### config.mk
export PLATFORM = sky130hd
export DESIGN_NAME = tpu_matrix_buffer_flat
export DESIGN_NICKNAME = d
export VERILOG_FILES = /design/src/rtl/tpu_matrix_buffer_pkg.sv /design/src/rtl/tpu_matrix_buffer_if.sv /design/src/rtl/tpu_buf_bank.sv /design/src/rtl/tpu_matrix_buffer.sv /design/src/flat_wrapper.sv
export SDC_FILE = /design/constraint.sdc
export NUM_CORES = 2
export LEC_CHECK = 0
export CORE_MARGIN = 2
export CORE_UTILIZATION = 28
export CTS_BUF_LIST = sky130_fd_sc_hd__clkbuf_8
export DETAILED_ROUTE_END_ITERATION = 7
export PLACE_DENSITY = 0.44
export SLEW_MARGIN = 0
export SYNTH_ARGS = -nofsm -noshare
export SYNTH_HDL_FRONTEND = slang
export SYNTH_SLANG_ARGS = --single-unit
export TNS_END_PERCENT = 5
### constraint.sdc
create_clock -name clk -period 4.66 [get_ports clk]
set_input_delay 0.699 -clock clk [delete_from_list [all_inputs] [get_ports clk]]
set_output_delay 0.699 -clock clk [all_outputs]
set_load 0.02 [all_outputs]
### src/rtl/tpu_matrix_buffer_pkg.sv
// Shared constants, bank-select codes and FSM state type for the TPU matrix buffer.
package tpu_buf_pkg;

  localparam int BUF_DEPTH = 64;
  localparam int BUF_AW    = $clog2(BUF_DEPTH);
  localparam int BUF_DW    = 16;
  localparam int BUF_CW    = 8;

  localparam logic [1:0] SEL_A    = 2'b00;
  localparam logic [1:0] SEL_B    = 2'b01;
  localparam logic [1:0] SEL_RES  = 2'b10;
  localparam logic [1:0] SEL_NONE = 2'b11;

  typedef enum logic {
    ST_IDLE,
    ST_CLEAR
  } state_t;

  function automatic logic even_par(input logic [BUF_DW-1:0] d);
    return ^d;
  endfunction

endpackage

### src/rtl/tpu_matrix_buffer_if.sv
// Host and compute-side signal bundle of tpu_matrix_buffer; slave = buffer, master = driver.
interface tpu_matrix_buffer_if;
  import tpu_buf_pkg::*;

  logic [7:0]        host_addr;
  logic [BUF_DW-1:0] host_wdata;
  logic              host_we;
  logic [1:0]        host_sel;
  logic [BUF_DW-1:0] host_rdata;
  logic              compute_active;
  logic              clear_req;
  logic [BUF_AW-1:0] cmp_a_addr;
  logic [BUF_AW-1:0] cmp_b_addr;
  logic              cmp_rd_en;
  logic [BUF_DW-1:0] cmp_a_rdata;
  logic [BUF_DW-1:0] cmp_b_rdata;
  logic              cmp_rd_valid;
  logic              cmp_res_we;
  logic [BUF_AW-1:0] cmp_res_addr;
  logic [BUF_DW-1:0] cmp_res_wdata;
  logic              clear_busy;
  logic              host_wr_blocked;
  logic [BUF_CW-1:0] blocked_cnt;
  logic              par_err;

  modport slave (
    input  host_addr, host_wdata, host_we, host_sel, compute_active, clear_req,
           cmp_a_addr, cmp_b_addr, cmp_rd_en, cmp_res_we, cmp_res_addr, cmp_res_wdata,
    output host_rdata, cmp_a_rdata, cmp_b_rdata, cmp_rd_valid, clear_busy,
           host_wr_blocked, blocked_cnt, par_err
  );

  modport master (
    output host_addr, host_wdata, host_we, host_sel, compute_active, clear_req,
           cmp_a_addr, cmp_b_addr, cmp_rd_en, cmp_res_we, cmp_res_addr, cmp_res_wdata,
    input  host_rdata, cmp_a_rdata, cmp_b_rdata, cmp_rd_valid, clear_busy,
           host_wr_blocked, blocked_cnt, par_err
  );

endinterface

### src/rtl/tpu_buf_bank.sv
// One LUTRAM bank: sync write, async host read, registered compute read.
// Optional even-parity storage/check enabled by `MEM_PARITY_EN.
module tpu_buf_bank
  import tpu_buf_pkg::*;
#(
  parameter int DEPTH = BUF_DEPTH,
  parameter int WIDTH = BUF_DW,
  parameter int AW    = BUF_AW
) (
  input  logic             clk,
  input  logic             rst,
  input  logic             we,
  input  logic [AW-1:0]    waddr,
  input  logic [WIDTH-1:0] wdata,
  input  logic [AW-1:0]    haddr,
  output logic [WIDTH-1:0] hrdata,
  input  logic             rd_en,
  input  logic [AW-1:0]    raddr,
  output logic [WIDTH-1:0] rdata,
  output logic             par_bad
);

`ifdef MEM_PARITY_EN
  localparam int SW = WIDTH + 1;
`else
  localparam int SW = WIDTH;
`endif

  logic [SW-1:0] mem [DEPTH];
  logic [SW-1:0] store_word;
  logic [SW-1:0] rd_word;

`ifdef MEM_PARITY_EN
  // Zero data has zero parity, so clear writes need no special case.
  assign store_word = {even_par(wdata), wdata};
  assign par_bad    = rd_en & (^rd_word);
`else
  assign store_word = wdata;
  assign par_bad    = 1'b0;
`endif

  always_ff @(posedge clk) begin
    if (we) mem[waddr] <= store_word;
  end

  assign hrdata  = mem[haddr][WIDTH-1:0];
  assign rd_word = mem[raddr];

  always_ff @(posedge clk or posedge rst) begin
    if (rst)        rdata <= '0;
    else if (rd_en) rdata <= rd_word[WIDTH-1:0];
  end

endmodule

### src/rtl/tpu_matrix_buffer.sv
// A/B/result triple-bank store with host/compute write arbitration, operand lock,
// zero-fill sequencer and blocked-write counter. Optional parity: `MEM_PARITY_EN.
module tpu_matrix_buffer
  import tpu_buf_pkg::*;
(
  input  logic                 clk,
  input  logic                 rst,
  tpu_matrix_buffer_if.slave   bus
);

  state_t            state, state_nxt;
  logic [BUF_AW-1:0] clr_ptr, clr_ptr_nxt;
  logic              clearing, clr_done;

  logic [BUF_AW-1:0] haddr;
  logic [1:0]        addr_hi_unused;
  logic              host_wr, blocked, host_ok;

  logic              we_a, we_b, we_r;
  logic [BUF_AW-1:0] waddr_ab, waddr_r;
  logic [BUF_DW-1:0] wdata_ab, wdata_r;
  logic [BUF_DW-1:0] a_h, b_h, r_h;
  logic [BUF_DW-1:0] a_rd, b_rd, res_rd_unused;
  logic              a_bad, b_bad, r_bad_unused;

  logic              rd_valid, wr_blocked;
  logic [BUF_CW-1:0] blk_cnt;

  assign haddr          = bus.host_addr[BUF_AW-1:0];
  assign addr_hi_unused = bus.host_addr[7:6];
  assign clearing       = (state == ST_CLEAR);

  always_ff @(posedge clk or posedge rst) begin
    if (rst) begin
      state   <= ST_CLEAR;
      clr_ptr <= '0;
    end else begin
      state   <= state_nxt;
      clr_ptr <= clr_ptr_nxt;
    end
  end

  always_comb begin
    state_nxt   = state;
    clr_ptr_nxt = clr_ptr;
    clr_done    = 1'b0;
    case (state)
      ST_IDLE: begin
        if (bus.clear_req) begin
          state_nxt   = ST_CLEAR;
          clr_ptr_nxt = '0;
        end
      end
      ST_CLEAR: begin
        clr_ptr_nxt = clr_ptr + 1'b1;
        if (clr_ptr == BUF_AW'(BUF_DEPTH - 1)) begin
          state_nxt = ST_IDLE;
          clr_done  = 1'b1;
        end
      end
      default: state_nxt = ST_IDLE;
    endcase
  end

  // Compute result writes take priority over host writes to the result bank.
  always_comb begin
    host_wr = bus.host_we && (bus.host_sel != SEL_NONE);
    blocked = host_wr && (clearing
                          || (bus.compute_active && (bus.host_sel == SEL_A || bus.host_sel == SEL_B))
                          || (bus.host_sel == SEL_RES && bus.cmp_res_we));
    host_ok = host_wr && !blocked;

    we_a     = clearing || (host_ok && bus.host_sel == SEL_A);
    we_b     = clearing || (host_ok && bus.host_sel == SEL_B);
    waddr_ab = clearing ? clr_ptr : haddr;
    wdata_ab = clearing ? '0 : bus.host_wdata;

    we_r    = clearing || bus.cmp_res_we || (host_ok && bus.host_sel == SEL_RES);
    waddr_r = clearing ? clr_ptr : (bus.cmp_res_we ? bus.cmp_res_addr : haddr);
    wdata_r = clearing ? '0 : (bus.cmp_res_we ? bus.cmp_res_wdata : bus.host_wdata);
  end

  tpu_buf_bank #(.DEPTH(BUF_DEPTH), .WIDTH(BUF_DW), .AW(BUF_AW)) u_bank_a (
    .clk(clk), .rst(rst), .we(we_a), .waddr(waddr_ab), .wdata(wdata_ab),
    .haddr(haddr), .hrdata(a_h), .rd_en(bus.cmp_rd_en), .raddr(bus.cmp_a_addr),
    .rdata(a_rd), .par_bad(a_bad)
  );

  tpu_buf_bank #(.DEPTH(BUF_DEPTH), .WIDTH(BUF_DW), .AW(BUF_AW)) u_bank_b (
    .clk(clk), .rst(rst), .we(we_b), .waddr(waddr_ab), .wdata(wdata_ab),
    .haddr(haddr), .hrdata(b_h), .rd_en(bus.cmp_rd_en), .raddr(bus.cmp_b_addr),
    .rdata(b_rd), .par_bad(b_bad)
  );

  tpu_buf_bank #(.DEPTH(BUF_DEPTH), .WIDTH(BUF_DW), .AW(BUF_AW)) u_bank_r (
    .clk(clk), .rst(rst), .we(we_r), .waddr(waddr_r), .wdata(wdata_r),
    .haddr(haddr), .hrdata(r_h), .rd_en(1'b0), .raddr('0),
    .rdata(res_rd_unused), .par_bad(r_bad_unused)
  );

  always_comb begin
    case (bus.host_sel)
      SEL_A:   bus.host_rdata = a_h;
      SEL_B:   bus.host_rdata = b_h;
      SEL_RES: bus.host_rdata = r_h;
      default: bus.host_rdata = '0;
    endcase
  end

  always_ff @(posedge clk or posedge rst) begin
    if (rst) begin
      rd_valid   <= 1'b0;
      wr_blocked <= 1'b0;
      blk_cnt    <= '0;
    end else begin
      rd_valid   <= bus.cmp_rd_en;
      wr_blocked <= blocked;
      if (clr_done)                      blk_cnt <= '0;
      else if (blocked && blk_cnt != '1) blk_cnt <= blk_cnt + 1'b1;
    end
  end

  assign bus.cmp_a_rdata     = a_rd;
  assign bus.cmp_b_rdata     = b_rd;
  assign bus.cmp_rd_valid    = rd_valid;
  assign bus.host_wr_blocked = wr_blocked;
  assign bus.blocked_cnt     = blk_cnt;
  assign bus.clear_busy      = clearing;

`ifdef MEM_PARITY_EN
  logic par_err_q;
  always_ff @(posedge clk or posedge rst) begin
    if (rst)                 par_err_q <= 1'b0;
    else if (clr_done)       par_err_q <= 1'b0;
    else if (a_bad || b_bad) par_err_q <= 1'b1;
  end
  assign bus.par_err = par_err_q;
`else
  logic par_unused;
  assign par_unused  = a_bad | b_bad;
  assign bus.par_err = 1'b0;
`endif

endmodule

### src/flat_wrapper.sv
// flat-port wrapper written by rule: the top's interface ports become plain ports
module tpu_matrix_buffer_flat import tpu_buf_pkg::*;
  (clk, rst, bus_host_addr, bus_host_wdata, bus_host_we, bus_host_sel, bus_compute_active, bus_clear_req, bus_cmp_a_addr, bus_cmp_b_addr, bus_cmp_rd_en, bus_cmp_res_we, bus_cmp_res_addr, bus_cmp_res_wdata, bus_host_rdata, bus_cmp_a_rdata, bus_cmp_b_rdata, bus_cmp_rd_valid, bus_clear_busy, bus_host_wr_blocked, bus_blocked_cnt, bus_par_err);
  tpu_matrix_buffer_if bus_i ();
  input  logic clk;
  input  logic rst;
  input wire logic [$bits(bus_i.host_addr)-1:0] bus_host_addr;
  input wire logic [$bits(bus_i.host_wdata)-1:0] bus_host_wdata;
  input wire logic [$bits(bus_i.host_we)-1:0] bus_host_we;
  input wire logic [$bits(bus_i.host_sel)-1:0] bus_host_sel;
  input wire logic [$bits(bus_i.compute_active)-1:0] bus_compute_active;
  input wire logic [$bits(bus_i.clear_req)-1:0] bus_clear_req;
  input wire logic [$bits(bus_i.cmp_a_addr)-1:0] bus_cmp_a_addr;
  input wire logic [$bits(bus_i.cmp_b_addr)-1:0] bus_cmp_b_addr;
  input wire logic [$bits(bus_i.cmp_rd_en)-1:0] bus_cmp_rd_en;
  input wire logic [$bits(bus_i.cmp_res_we)-1:0] bus_cmp_res_we;
  input wire logic [$bits(bus_i.cmp_res_addr)-1:0] bus_cmp_res_addr;
  input wire logic [$bits(bus_i.cmp_res_wdata)-1:0] bus_cmp_res_wdata;
  output wire logic [$bits(bus_i.host_rdata)-1:0] bus_host_rdata;
  output wire logic [$bits(bus_i.cmp_a_rdata)-1:0] bus_cmp_a_rdata;
  output wire logic [$bits(bus_i.cmp_b_rdata)-1:0] bus_cmp_b_rdata;
  output wire logic [$bits(bus_i.cmp_rd_valid)-1:0] bus_cmp_rd_valid;
  output wire logic [$bits(bus_i.clear_busy)-1:0] bus_clear_busy;
  output wire logic [$bits(bus_i.host_wr_blocked)-1:0] bus_host_wr_blocked;
  output wire logic [$bits(bus_i.blocked_cnt)-1:0] bus_blocked_cnt;
  output wire logic [$bits(bus_i.par_err)-1:0] bus_par_err;
  assign bus_i.host_addr = bus_host_addr;
  assign bus_i.host_wdata = bus_host_wdata;
  assign bus_i.host_we = bus_host_we;
  assign bus_i.host_sel = bus_host_sel;
  assign bus_i.compute_active = bus_compute_active;
  assign bus_i.clear_req = bus_clear_req;
  assign bus_i.cmp_a_addr = bus_cmp_a_addr;
  assign bus_i.cmp_b_addr = bus_cmp_b_addr;
  assign bus_i.cmp_rd_en = bus_cmp_rd_en;
  assign bus_i.cmp_res_we = bus_cmp_res_we;
  assign bus_i.cmp_res_addr = bus_cmp_res_addr;
  assign bus_i.cmp_res_wdata = bus_cmp_res_wdata;
  assign bus_host_rdata = bus_i.host_rdata;
  assign bus_cmp_a_rdata = bus_i.cmp_a_rdata;
  assign bus_cmp_b_rdata = bus_i.cmp_b_rdata;
  assign bus_cmp_rd_valid = bus_i.cmp_rd_valid;
  assign bus_clear_busy = bus_i.clear_busy;
  assign bus_host_wr_blocked = bus_i.host_wr_blocked;
  assign bus_blocked_cnt = bus_i.blocked_cnt;
  assign bus_par_err = bus_i.par_err;
  tpu_matrix_buffer u_core (.clk(clk), .rst(rst), .bus(bus_i));
endmodule
### Word level (Yosys, flattened, before mapping)

Memory sizes are Yosys's and may differ from the RTL's. A register that Yosys moved wholly into a read port is not among the register bits.
Cells that the tools add are included.

* flip-flop bits (word level): 17
* bits in writable memories: 3072
* input port bits: 67
* output and inout port bits: 60
* logic and storage cells: 58
* memories: 3

* add/sub/neg operators: 2
* equal/unequal tests: 6
* multiplexer cells: 22
* bitwise gates (word level): 1
* reductions and logical operators: 19

Memory list
* u_core.u_bank_a.mem: depth 64, bits a word 16, rd ports 2, clocked after Yosys merged registers in 1, write ports 1, RTL line tpu_buf_bank.sv:29 `logic [SW-1:0] mem [DEPTH];`
* u_core.u_bank_b.mem: depth 64, bits a word 16, rd ports 2, clocked after Yosys merged registers in 1, write ports 1, RTL line tpu_buf_bank.sv:29
* u_core.u_bank_r.mem: depth 64, bits a word 16, rd ports 1, clocked after Yosys merged registers in 0, write ports 1, RTL line tpu_buf_bank.sv:29

Operators by type and width (number)
* 16-bit 2-to-1 mux: 3
* 16-bit case mux with 3 select lines: 1
* 6-bit 2-to-1 mux: 4
* 8-bit 2-to-1 mux: 2
* 6-bit case mux with 2 select lines: 1
* 1-bit 2-to-1 mux: 10
* 1-bit logical AND: 9
* 8-bit by 1-bit adder with 8-bit output (second input constant): 1
* 8-bit != test (second input constant): 1
* 1-bit logical OR: 7
* 6-bit by 1-bit adder with 6-bit output (second input constant): 1
* 6-bit == test (second input constant): 1
* 2-bit != test (second input constant): 2
* 2-bit by 1-bit == test with 1-bit output (second input constant): 1
* 2-bit == test (second input constant): 1
* 2-bit logical NOT: 1
* 1-bit case mux with 2 select lines: 1
* 2-bit nonzero test: 1
* 1-bit logical NOT: 1
* 1-bit inverter: 1

### Depth between registers and ports, before layout

* depth in word-level cells: 12
* mapped depth: 13

### Modules after synthesis

From an unflattened synthesis, not the netlist that was laid out.

* cell total of the unflattened synthesis: 7694
* area, all modules: 144134.5 um^2

By module, submodules not included
* tpu_buf_bank: instances 3, cells each 2486, area an instance 47458.0 um^2
* tpu_matrix_buffer: instances 1, cells each 236, area an instance 1760.4 um^2

### Least setup slack after synthesis

Ideal clock, no wire load.

* path type: reg2reg
* from: register u_core.state, in the netlist u_core.bus.clear_busy
* to: memory u_core.u_bank_a.mem[0][10] (netlist name), data pin
* setup time: 0.825 ns
* arrival time: 4.162 ns
* required time: 3.835 ns
* setup slack: -0.327 ns
* stages on the path, launching flop included: 5
* period minus slack after synthesis: 4.987 ns
* cells stage by stage: dfstp_2 > clkbuf_1 > clkbuf_1 > clkbuf_1 > nor2b_1

* cells in the longest elaborated chain, start to end: 1

Ends and longest elaborated chain
* from (decl): RTL line tpu_matrix_buffer.sv:11 `state_t state, state_nxt;`
* from (signal assigned): RTL line tpu_matrix_buffer.sv:38 `state <= state_nxt;`
* 16-bit 2-to-1 mux: RTL line tpu_matrix_buffer.sv:76 `wdata_ab = clearing ? '0 : bus.host_wdata;`
* net u_core.u_bank_a.wdata[10]: RTL line tpu_buf_bank.sv:14 `input logic [WIDTH-1:0] wdata,`
* to (decl): RTL line tpu_buf_bank.sv:29

The timed path passes the listed nets, and every way through them passes these cells.

==> impl_results.md <==
* Mapped Cells at around 6.1k
* Die area at 492,000 µm²
* Congestion Overflow GR at 0
* Synth cell types at 63
* Vias in the first global route at just under 80k
* Final max-slew violation count at 0
* First-pass GRT wire length at about 680 mm
* Cell chain of the critical path: mux4_2 -> mux4_2 -> mux2i_4 -> nor2_1 -> or4_4 -> buf_4 -> buf_4
* Critical Path Start Type: flop
* Status: finished with violations
* CTS buffer count at 574
* Nets at 7,195
* Flops & latches, synth at 3,121
* H-tree depth at 6
* Rows at 256
* Antenna Nets Post-Route at 0
* Crit-path max FO at 2
* Largest area contributor in the netlist: edfxtp_1
* Min-delay worst type: in -> reg
* DR iter-0 viols at between 8k and 9k
* Core area at ~490,000 µm²
* WL met3 at 35.9 mm
* IO Count at 127
* Sequential-to-total area share from yosys stat at a little under 70%
* Worst path max stage delay at 680 ps
* Most frequent cell after synthesis: edfxtp_1
* Number of port buffers at between 100 and 150
* Post-route cell area at 162,000 µm²
* Root Driver: clkbuf_8
* Routed WL at 506 mm
* First-pass DRT Iterations at 7
* Clock Skews at 68.8 ps
* CTS Buffer Depth at 4
* Placed cell area at 152,000 µm²
* Delay-heaviest family, CP: multiplexers
* Die width at between 700 and 800 µm
* Initial Util at 28.1%
* Die Span Y at 701 µm
* Top post-synthesis cells by area: edfxtp_1 68%, mux4_2 25%, dfrtp_1 0.88%, nor2_1 0.74%, mux2i_1 0.57%
* Wire length on met2 at 243 mm
* Clock-pin slew on the worst setup and hold paths at 60 ps
* Post-synth top area share at 67.7%
* Vias at 75.0k
* Largest net degree at the start of global routing at 129
* Asr flop ratio synth at 1.57%
* Minimum clock period at 4890 ps
* RePlAce Congestion at between 0.8 and 0.9
* Post-synth top flop: edfxtp_1
* Top routing layer in use: met5
* Max Clk Rate at 204 MHz
* Worst slew pin tran at approximately 1400 ps
* DRT met1 WL at 212 mm
* Wire per inst at 36.1 µm
* Setup TNS at -1090 ps
* Mean Syn Cell Area at approximately 22 µm²
* Most common library cells after synthesis: 3,072 x edfxtp_1, 1,524 x mux4_2, 267 x nor2_1
* Critical Path Sink Type: output port
* CP bufs+invs at 2
* Max-cap viol count at 0
* Syn nets at about 6.2k
* Post-synthesis cell area at 136,000 µm²
* Area Growth Syn to Fin at 19.2%
* Tcrit/Tclk final at 105%
* CP max stage cell: or4_4
* Crit path kind: reg -> out
* PD cells at 429 nW/µm²
* CP arrival at between 4000 and 5000 ps
* Fill cells at 45.8k
* Worst EP required at between 3000 and 4000 ps
* Clock Sinks at between 3k and 4k
* Worst skew pair latency at 1290 ps
* Layout cells sized above 1 at 43.8%
* CTS tree: yes
* Synth Warn # at 0
* Detailed Place HPWL at 329 mm
* Final Hold Viols at 0
* Slew margin rel. at roughly 3.8%
* Initial antenna violation count at 34
* Worst setup margin at -232 ps
* Peak VDD IR at 275 µV
* Failing checks: setup timing
* # DRC at 0
* Post-synth EDFFs at between 3k and 4k
* Overall Global Routing Usage at between 20% and 30%
* RSZ-0062 raised after global routing: yes
* Pleak at 51.9 nW
* Final setup viols at 8
* Vias per Instance at 5.34
cell families after synthesis:
| logic type | Yosys count | share of synthesized area, % |
|---|---|---|
| flops | 3121 | 68.6 |
| simple gates | 608 | 1.94 |
| compound gates | 310 | 1.62 |
| xor+xnor | 7 | 0.0450 |
| fa+ha+maj | 2 | 0.0184 |
| mux | 1647 | 26.1 |
| buf+inv | 443 | 1.61 |
| other cells | 1 | 0.00275 |
path summary, 6_finish.rpt:
path	cells after the start	slack (ps)	startpoint	end
worst max register to register	5	740	u_core.bus.clear_busy$_DFF_PP1_	u_core.u_bank_a.mem[62][13]$_DFFE_PP_
min in group asynchronous	3	460	rst	u_core.bus.blocked_cnt[7]$_DFFE_PP0P_
worst max-delay path	7	-230	u_core.u_bank_b.mem[55][11]$_DFFE_PP_	bus_host_rdata[11]
worst min register to register	1	510	u_core.u_bank_b.rdata[9]$_DFFE_PP0P_	u_core.u_bank_b.rdata[9]$_DFFE_PP0P_
worst min-delay path	1	50	bus_cmp_rd_en	u_core.bus.cmp_rd_valid$_DFF_PP0_
max in group asynchronous	4	3270	rst	u_core.u_bank_a.rdata[9]$_DFFE_PP0P_
power breakdown:
group          internal (mW)  switching (mW)  total, mW
sequential              33.2           0.704       34.0
combinational           4.02            7.34       11.4
clock                   12.2            12.0       24.3
cell usage in the layout (no fill, tap or decap), types with 54 or more instances in the layout:
cell,synthesis,final
nand3_1,60,57
buf_12,0,166
a22oi_1,79,70
inv_1,8,197
mux2i_1,77,75
nor2_1,267,54
nand2_1,166,163
clkdlybuf4s50_1,0,88
buf_4,52,554
clkbuf_8,0,582
nor2_2,0,195
mux4_2,1524,1524
clkinv_1,1,133
edfxtp_1,3072,3072
stage by stage:
step / worst slack [ps] / utilization (%) / total power [mW] / hold slack [ps] / std cells
after floorplan: -327 / - / 39.7 / 514 / 6139
after global placement: -1150 / 31.2 / 45.7 / 495 / 13000
after detailed placement: -1130 / 31.2 / 45.9 / 496 / 13000
after CTS: -332 / 33.4 / 70.4 / 59.5 / 14000
after global routing: -338 / 33.5 / 72.0 / 38.9 / 14000
final: -232 / 33.5 / 69.6 / 52.1 / 14000
registers in the layout, summed over array words and instances, names as in the netlist:
register,count
u_core.bus.blocked_cnt,8
u_core.bus.clear_busy,1
u_core.bus.cmp_rd_valid,1
u_core.bus.host_wr_blocked,1
u_core.clr_ptr,6
u_core.u_bank_a.mem,1024
u_core.u_bank_a.rdata,16
u_core.u_bank_b.mem,1024
u_core.u_bank_b.rdata,16
u_core.u_bank_r.mem,1024
area by class of cell:
type	instances	area (µm²)	share of cell area, %
flip-flops and latches	3121	93500	57.6
clock inverters	432	2250	1.38
inverters	9	43.8	0.0270
clock buffers	582	8010	4.93
diodes	20	50.0	0.0308
multi-input cells	2575	41600	25.6
repair buffers	845	8870	5.46
well taps	6450	8070	4.97
repair_timing:
| item | in CTS | in global routing |
|---|---|---|
| endpoints found under the hold margin | 31 | 0 |
| hold buffers | 1 | 0 |
| setup buffers | 0 | 4 |
| pin swaps | 10 | 7 |
| setup endpoints to repair | 16 | 13 |
| gates resized for setup | 70 | 24 |
per-layer routing:
metal,track usage (%),vias up
met2,33.0,3143
met5,0,-
met1,27.5,42100
met4,5.68,12
met3,3.78,658
li1,-,29100
(Power assumes the default switching activity.)
